--- src/rtl/slicer_4_ask_ref_est_if.sv ---
// Bundle of the slicer's sample input and decision/estimate outputs.
// The source of samples uses the master modport; the slicer uses the slave modport.
// Handshake: there is no back-pressure. A sample is accepted on every rising clk
// edge where clk_en is high, and outputs change only on such edges (or on reset).
// state_dbg mirrors the estimator FSM (0 = ACQUIRE, 1 = TRACK) for observation.
interface slicer_4_ask_ref_est_if;
    logic               clk_en;
    logic signed [17:0] in_sig;
    logic        [1:0]  data_out;
    logic signed [17:0] err;
    logic signed [17:0] ref_level;
    logic               ref_valid;
    logic               state_dbg;

    modport master (
        output clk_en, in_sig,
        input  data_out, err, ref_level, ref_valid, state_dbg
    );

    modport slave (
        input  clk_en, in_sig,
        output data_out, err, ref_level, ref_valid, state_dbg
    );
endinterface

--- src/rtl/slicer_4_ask_ref_est.sv ---
// 4-ASK slicer with a block-average reference-level estimator.
// Each accepted sample is sliced into a Gray-coded decision against the
// current ref_level, and |in_sig| is summed over windows of 2^LOG2_LEN
// samples. The window mean becomes the new ref_level.
// Optional feature: define SLICER_ERR_EN to build the saturated slicer
// error output; without it err is constant zero.
module slicer_4_ask_ref_est #(
    parameter int                 LOG2_LEN = 8,
    parameter logic signed [17:0] REF_INIT = 18'sd32768
) (
    input  logic                  clk,
    input  logic                  reset,
    slicer_4_ask_ref_est_if.slave bus
);
    localparam int ACC_W = 18 + LOG2_LEN;

    typedef enum logic {ACQUIRE = 1'b0, TRACK = 1'b1} state_t;

    state_t                 state, state_nxt;
    logic [ACC_W-1:0]       acc;
    logic [ACC_W-1:0]       acc_sum;
    logic [LOG2_LEN-1:0]    cnt;
    logic [17:0]            abs_x;
    logic signed [18:0]     in19, ref19, neg_ref19;
    logic [1:0]             dec;
    logic [1:0]             data_q;
    logic signed [17:0]     ref_q;
    logic                   valid_q;
    logic                   window_end;

    assign in19       = {bus.in_sig[17], bus.in_sig};
    assign ref19      = {ref_q[17], ref_q};
    assign neg_ref19  = -ref19;
    assign acc_sum    = acc + {{LOG2_LEN{1'b0}}, abs_x};
    assign window_end = bus.clk_en && (cnt == '1);

    // Magnitude of the sample; the most negative code clips to the largest positive.
    always_comb begin
        abs_x = bus.in_sig;
        if (bus.in_sig == {1'b1, 17'd0})
            abs_x = 18'h1FFFF;
        else if (bus.in_sig[17])
            abs_x = -bus.in_sig;
    end

    // Threshold slicing: 0 and +ref round up, -ref rounds to the outer level.
    always_comb begin
        dec = 2'b10;
        if (in19 >= ref19)
            dec = 2'b01;
        else if (in19 >= 19'sd0)
            dec = 2'b00;
        else if (in19 > neg_ref19)
            dec = 2'b11;
    end

`ifdef SLICER_ERR_EN
    logic signed [17:0] half18, outer18, err_sat, err_q;
    logic signed [18:0] half19, outer19, level19, diff19;

    assign half18  = {1'b0, ref_q[17:1]};
    assign outer18 = ref_q + half18;
    assign half19  = {half18[17], half18};
    assign outer19 = {outer18[17], outer18};

    // Reconstruct the decided level and clip the difference to 18 bits.
    always_comb begin
        level19 = -outer19;
        unique case (dec)
            2'b00:   level19 = half19;
            2'b01:   level19 = outer19;
            2'b11:   level19 = -half19;
            default: level19 = -outer19;
        endcase
        diff19  = in19 - level19;
        err_sat = diff19[17:0];
        if (diff19 > 19'sd131071)
            err_sat = 18'h1FFFF;
        else if (diff19 < -19'sd131072)
            err_sat = {1'b1, 17'd0};
    end

    // Error register, updated with the decision.
    always_ff @(posedge clk or posedge reset) begin
        if (reset)
            err_q <= '0;
        else if (bus.clk_en)
            err_q <= err_sat;
    end

    assign bus.err = err_q;
`else
    assign bus.err = '0;
`endif

    // FSM state register.
    always_ff @(posedge clk or posedge reset) begin
        if (reset)
            state <= ACQUIRE;
        else
            state <= state_nxt;
    end

    // FSM next state: the first completed window moves to TRACK for good.
    always_comb begin
        state_nxt = state;
        if (window_end)
            state_nxt = TRACK;
    end

    // Decision, accumulator, counter and reference estimate registers.
    always_ff @(posedge clk or posedge reset) begin
        if (reset) begin
            data_q  <= 2'b00;
            acc     <= '0;
            cnt     <= '0;
            ref_q   <= REF_INIT;
            valid_q <= 1'b0;
        end else if (bus.clk_en) begin
            data_q <= dec;
            if (window_end) begin
                ref_q   <= acc_sum[ACC_W-1:LOG2_LEN];
                acc     <= '0;
                cnt     <= '0;
                valid_q <= 1'b1;
            end else begin
                acc <= acc_sum;
                cnt <= cnt + LOG2_LEN'(1);
            end
        end
    end

    assign bus.data_out  = data_q;
    assign bus.ref_level = ref_q;
    assign bus.ref_valid = valid_q;
    assign bus.state_dbg = (state == TRACK);
endmodule

--- src/flat_wrapper.sv ---
// flat-port wrapper written by rule: the top's interface ports become plain ports
module slicer_4_ask_ref_est_flat 
#(
    parameter int                 LOG2_LEN = 8,
    parameter logic signed [17:0] REF_INIT = 18'sd32768
)
  (clk, reset, bus_clk_en, bus_in_sig, bus_data_out, bus_err, bus_ref_level, bus_ref_valid, bus_state_dbg);
  slicer_4_ask_ref_est_if bus_i ();
  input  logic clk;
  input  logic reset;
  input wire logic [$bits(bus_i.clk_en)-1:0] bus_clk_en;
  input wire logic [$bits(bus_i.in_sig)-1:0] bus_in_sig;
  output wire logic [$bits(bus_i.data_out)-1:0] bus_data_out;
  output wire logic [$bits(bus_i.err)-1:0] bus_err;
  output wire logic [$bits(bus_i.ref_level)-1:0] bus_ref_level;
  output wire logic [$bits(bus_i.ref_valid)-1:0] bus_ref_valid;
  output wire logic [$bits(bus_i.state_dbg)-1:0] bus_state_dbg;
  assign bus_i.clk_en = bus_clk_en;
  assign bus_i.in_sig = bus_in_sig;
  assign bus_data_out = bus_i.data_out;
  assign bus_err = bus_i.err;
  assign bus_ref_level = bus_i.ref_level;
  assign bus_ref_valid = bus_i.ref_valid;
  assign bus_state_dbg = bus_i.state_dbg;
  slicer_4_ask_ref_est #(.LOG2_LEN(LOG2_LEN), .REF_INIT(REF_INIT)) u_core (.clk(clk), .reset(reset), .bus(bus_i));
endmodule
--- config.mk ---
export PLATFORM = sky130hd
export DESIGN_NAME = slicer_4_ask_ref_est_flat
export DESIGN_NICKNAME = d
export VERILOG_FILES = /design/src/rtl/slicer_4_ask_ref_est_if.sv /design/src/rtl/slicer_4_ask_ref_est.sv /design/src/flat_wrapper.sv
export SDC_FILE = /design/constraint.sdc
export NUM_CORES = 1
export LEC_CHECK = 0
export BUFFER_PORTS_ARGS = -buffer_cell sky130_fd_sc_hd__buf_2
export CORE_UTILIZATION = 30
export CTS_CLUSTER_DIAMETER = 30
export DETAILED_ROUTE_END_ITERATION = 16
export GPL_TIMING_DRIVEN = 1
export PLACE_DENSITY = 0.59
export SYNTH_ARGS = -nofsm -noshare
export SYNTH_HDL_FRONTEND = slang
export SYNTH_SLANG_ARGS = --single-unit
--- constraint.sdc ---
create_clock -name clk -period 4.3 [get_ports clk]
set_input_delay 0.645 -clock clk [delete_from_list [all_inputs] [get_ports clk]]
set_output_delay 0.645 -clock clk [all_outputs]
set_load 0.01 [all_outputs]
==> Word level (Yosys, flattened, before mapping) <==
Index checks and enable logic that the tools add are counted.
{ "word_totals": {"wordCells": 24, "inputBits": 21, "out_inout_bits": 40, "register_bits": 56} }
{ "classes": {"mux": 7, "n_lt_le_gt_ge": 3, "reduce_logical": 2, "n_addsub": 4, "n_eq_ne": 2} }
{ "op_table": {"columns": ["cell", "count"], "rows": [
  ["18-bit two-way mux", 2],
  ["26-bit by 18-bit adder with 26-bit output", 1],
  ["26-bit two-way mux", 1],
  ["18-bit by 19-bit greater-than comparator with 1-bit output", 1],
  ["18-bit negation with 19-bit output", 1],
  ["18-bit equality test, second input constant", 1],
  ["18-bit by 1-bit greater-or-equal comparator with 1-bit output, second input constant", 1],
  ["18-bit greater-or-equal comparator", 1],
  ["18-bit negation", 1],
  ["8-bit by 1-bit adder with 8-bit output, second input constant", 1],
  ["8-bit equality test, second input constant", 1],
  ["8-bit two-way mux", 1],
  ["2-bit two-way mux", 2],
  ["2-bit AND reduction", 1],
  ["1-bit logical AND", 1],
  ["1-bit two-way mux", 1]
]} }

==> Depth between registers and ports, before layout <==
{ "depth": {"word_depth": 5, "depth_mapped": 17, "ltp_nobuf": 17} }

==> Least setup slack after synthesis <==
OpenSTA, ideal clock, no wires.
{ "synth_path": {"path_kind": "input-to-reg", "startpoint": "in bus_in_sig[6]", "endpoint": "reg u_core.acc[22]", "arrival_time_ns": 4.301, "setup_ns": 0.124, "path_stages": 15, "required_ns": 4.176, "slack_ns": -0.125, "path_buffers": 0, "cell_sequence": "or4_4 > or3_1 > or3_1 > or2_1 > o21ai_1 > xor2_1 > nand2_1 > ha_1 > or3_1 > a211oi_1 > a211oi_1 > o31ai_2 > nand2b_1 > nor3_1 > a211o_1"} }
{ "synth_via": {"elab_chain_cells": 5, "word_cells_on_any_way": 6, "classes_between": "2 x add/sub; 1 x eq/ne; 3 x mux"} }
{ "synth_rtl": {"columns": ["item", "line", "text"], "rows": [
  ["from (decl)", "flat_wrapper.sv:12", "input wire logic [$bits(bus_i.in_sig)-1:0] bus_in_sig;"],
  ["18-bit negation", "slicer_4_ask_ref_est.sv:43", "abs_x = -bus.in_sig;"],
  ["18-bit two-way mux", "slicer_4_ask_ref_est.sv:42", "else if (bus.in_sig[17])"],
  ["18-bit two-way mux (*)", "slicer_4_ask_ref_est.sv:40", "if (bus.in_sig == {1'b1, 17'd0})"],
  ["26-bit by 18-bit adder with 26-bit output (*)", "slicer_4_ask_ref_est.sv:34", "assign acc_sum = acc + {{LOG2_LEN{1'b0}}, abs_x};"],
  ["26-bit two-way mux (*)", "slicer_4_ask_ref_est.sv:121", "if (window_end) begin"],
  ["to (signal assigned)", "slicer_4_ask_ref_est.sv:127", "acc <= acc_sum;"],
  ["to (decl)", "slicer_4_ask_ref_est.sv:20", "logic [ACC_W-1:0] acc;"]
]} }
Every way passes the cells marked *; elsewhere a longest branch is shown, timed or not.
A chain may end at the register's enable or synchronous reset.

==> Worst setup path after layout <==
{ "layout_path": {"startpoint": "in bus_in_sig[6]", "endpoint": "reg u_core.acc[24]"} }
The elaborated chain is that of the path after synthesis.

==> impl_metrics.csv <==
group,metric,value,unit
status,status,"finished clean",
worst_setup_path,critPathRequiredTime,4.50,ns
sta,finClkSkew,0.009135,ns
global_route,grt_pass1_wl,20.67,mm
place,hpwl,10.16,mm
layout,final_util,37.40,%
sta,fmax,236.0,MHz
sta,slew_viol_final,0,
worst_setup_path,crit_fanout,5,
cts,cts_made_buffers,5,
cts,cts_tree,"built",
layout,stdcell_count,872,
worst_setup_path,end_kind,"flip-flop",
route,ant_nets,0,
die,start_util,30.77,%
yosys,syn_area_per_cell,8.546,sq um
sta,finalHoldViolCount,0,
die,coreArea,15890,sq um
place,port_buffers,42,
route,vias,4357,
layout,drive_gt1_share,20.27,%
job,drv_cap,0,
sta,finalCritPeriodShare,98.55,%
global_route,grt_max_degree,34,
die,row_count,46,
yosys,ys_seq_elements,55,
yosys,yosys_warnings,0,
yosys,yosysUniqueCellTypes,56,
power_and_ir_drop,peakVddDrop,0.2014,mV
die,num_io_pins,61,
cts,clk_latency,0.30,ns
sta,rsz0062_at_grt,"true",
cts,htreeDepth,2,
yosys,netlist_area,4888,sq um
place,placed_cells,861,
worst_setup_path,setup.worst_path.start,"bus_in_sig[6]",
layout,fillers,1633,
sta,hold_ws,0.4280,ns
global_route,grt_pass1_vias,3992,
yosys,synth_sequential_area_ratio,28.18,%
worst_setup_path,start_kind,"input port",
route,routedWlPerCell,14.79,um
route,finalWirelength,12.90,mm
yosys,yosys-top-cells-area,"dfrtp_1 (28%), ha_1 (15%), xnor2_1 (5.0%)",
yosys,ys.flop_type,"dfrtp_1",
yosys,synth_edf_count,0,
global_route,antenna_found_initial,0,
route,drc,0,
worst_setup_path,reg2reg_from,"u_core.bus.ref_level[4]",
place,gp_congestion,0.8369,
layout,nNetsFinal,735,
route,first_pass_iters,5,
cts,clockBufferDepth,2,
worst_setup_path,crit_type,"input port to flip-flop",
global_route,grt.total_usage,15.94,%
sta,setup_viol,0,
cts,clockRootBuffer,"clkbuf_16",
global_route,gr-total-overflow,0,
die,die-height,129.7,um
power_and_ir_drop,p_leak,2.777,nW
worst_setup_path,cp.arrival,4.43,ns
route,drt_iter0_drc,217,
cts,path_clk_slew,0.07,ns
sta,worst_pin_slew,0.8880,ns
yosys,synthesis.instances,572,
yosys,synth_top_area_share,27.64,%
layout,n_antenna_cell,0,
yosys,async_flop_share,100.0,%
die,dieWidth,129.7,um
cts,numClockSinks,55,
worst_hold_path,hp-class,"input port to asynchronous set/reset pin",
layout,area_delta_synth_final,21.53,%
sta,tns,0,ns
route,vias_per_cell,4.997,
sta,slew-limit-headroom,40.74,%
yosys,yosysTopAreaCell,"dfrtp_1",
die,die-area,16810,sq um
cts,postCtsHoldBufs,0,
sta,post-route-min-period,4.238,ns
power_and_ir_drop,power_density,460.4,nW/um^2
==> cell usage in the layout (no fill, tap or decap), drive strengths merged, types with 3 or more instances in the layout <==
cell type / instances
o31a: 3
nand3: 14
a211oi: 7
a211o: 3
o21a: 3
ha: 58
xor2: 22
inv: 35
o2bb2ai: 13
a21o: 20
a311oi: 3
nand2b: 8
o21ai: 35
nor3: 14
or2: 5
dfrtp: 54
nor4: 8
and2: 3
and3: 13
conb: 18
a21oi: 36
clkbuf: 6
o211ai: 4
nand2: 60
o31ai: 7
nor2b: 4
buf: 94
nor2: 22
xnor2: 28
nand4: 15
or3: 12
a31oi: 3
==> Yosys cell counts, types with 14 or more instances <==
cell type   n
nor3_1     14
xor2_1     22
nand4_1    15
buf_4      19
xnor2_1    28
nand3_1    14
clkbuf_1   14
nor2_1     22
ha_1       58
a21oi_1    36
a21o_1     20
dfrtp_1    54
inv_1      34
nand2_1    60
o21ai_0    32
==> worst max-delay path, stage by stage <==
cell and delay, ns:
buf_6 0.09, or4_4 0.54, or3_4 0.37, or3_4 0.36, or2_1 0.26, o21ai_1 0.16
xor2_1 0.16, nand2_1 0.08, ha_2 0.18, or3_1 0.36, a211oi_2 0.26, a211oi_4 0.13
o31ai_4 0.37, nand2b_4 0.21, nor3_1 0.05, a211o_1 0.22
==> area by class of cell <==
| type | count | area (sq um) | share of cell area, % |
|---|---|---|---|
| sequential | 55 | 1378 | 23.19 |
| multi-input combinational | 465 | 3387 | 57.01 |
| clock buffer | 6 | 128.9 | 2.169 |
| clock inverter | 2 | 38.79 | 0.6529 |
| tap | 216 | 270.3 | 4.549 |
| timing repair buffer | 94 | 610.6 | 10.28 |
| inverter | 34 | 127.6 | 2.148 |
==> stage by stage <==
stage,total power [mW],cell area (sq um),setup slack (ns)
finish,2.735,5941,0.06228
global route,2.959,5941,-0.01797
CTS,2.647,5802,0.04673
detailed placement,2.155,5634,-0.2556
global placement,2.150,5634,-0.2385
floorplan,1.669,4984,0.05314
==> power breakdown <==
| group | leakage (nW) | internal (mW) | total [mW] | switching, mW |
|---|---|---|---|---|
| clock | 0.0815 | 0.278 | 0.476 | 0.198 |
| combinational | 2.00 | 0.723 | 1.49 | 0.762 |
| sequential | 0.697 | 0.657 | 0.773 | 0.117 |
==> state kept, by name, summed over array words and instances, names as in the netlist <==
register,flops
u_core.bus.ref_level,18
u_core.acc,26
u_core.bus.ref_valid,1
u_core.bus.data_out,2
u_core.cnt,8
==> timing repair <==
action / in CTS / in global routing
endpoints found under the hold margin: 0 / 0
gates resized for setup: 0 / 24
setup endpoints to repair: 0 / 17
setup buffers: 0 / 3
==> final timing paths <==
kind	endpoint	slack [ns]	cells past startpoint
max in group asynchronous	u_core.bus.ref_level[15]	3.03	3
hold / removal	u_core.acc[3]	0.43	2
hold reg to reg	u_core.bus.ref_valid	0.49	1
min in group clk	u_core.bus.ref_valid	0.49	1
setup reg to reg	u_core.bus.data_out[0]	0.43	17
setup / recovery	u_core.acc[24]	0.06	16
==> cell families after synthesis <==
logic type	count (synthesis)	synth area share, %
AO/OA/AOI/OAI	152	21.22
XOR/XNOR	50	8.958
adder cells (fa/ha/maj)	59	15.25
buffers and inverters	69	6.757
flip-flops	55	28.18
multiplexers	4	0.8702
other	1	0.07671
AND/OR/NAND/NOR	182	18.68
==> routing by layer <==
layer	global-route usage (%)	vias up	share of wire [%]
li1	-	2212	-
met1	21.74	2049	48
met2	26.71	89	47
met3	2.023	7	3.8
met4	3.762	0	1.0
met5	0	-	0
Power figures use the tool's default switching activity.
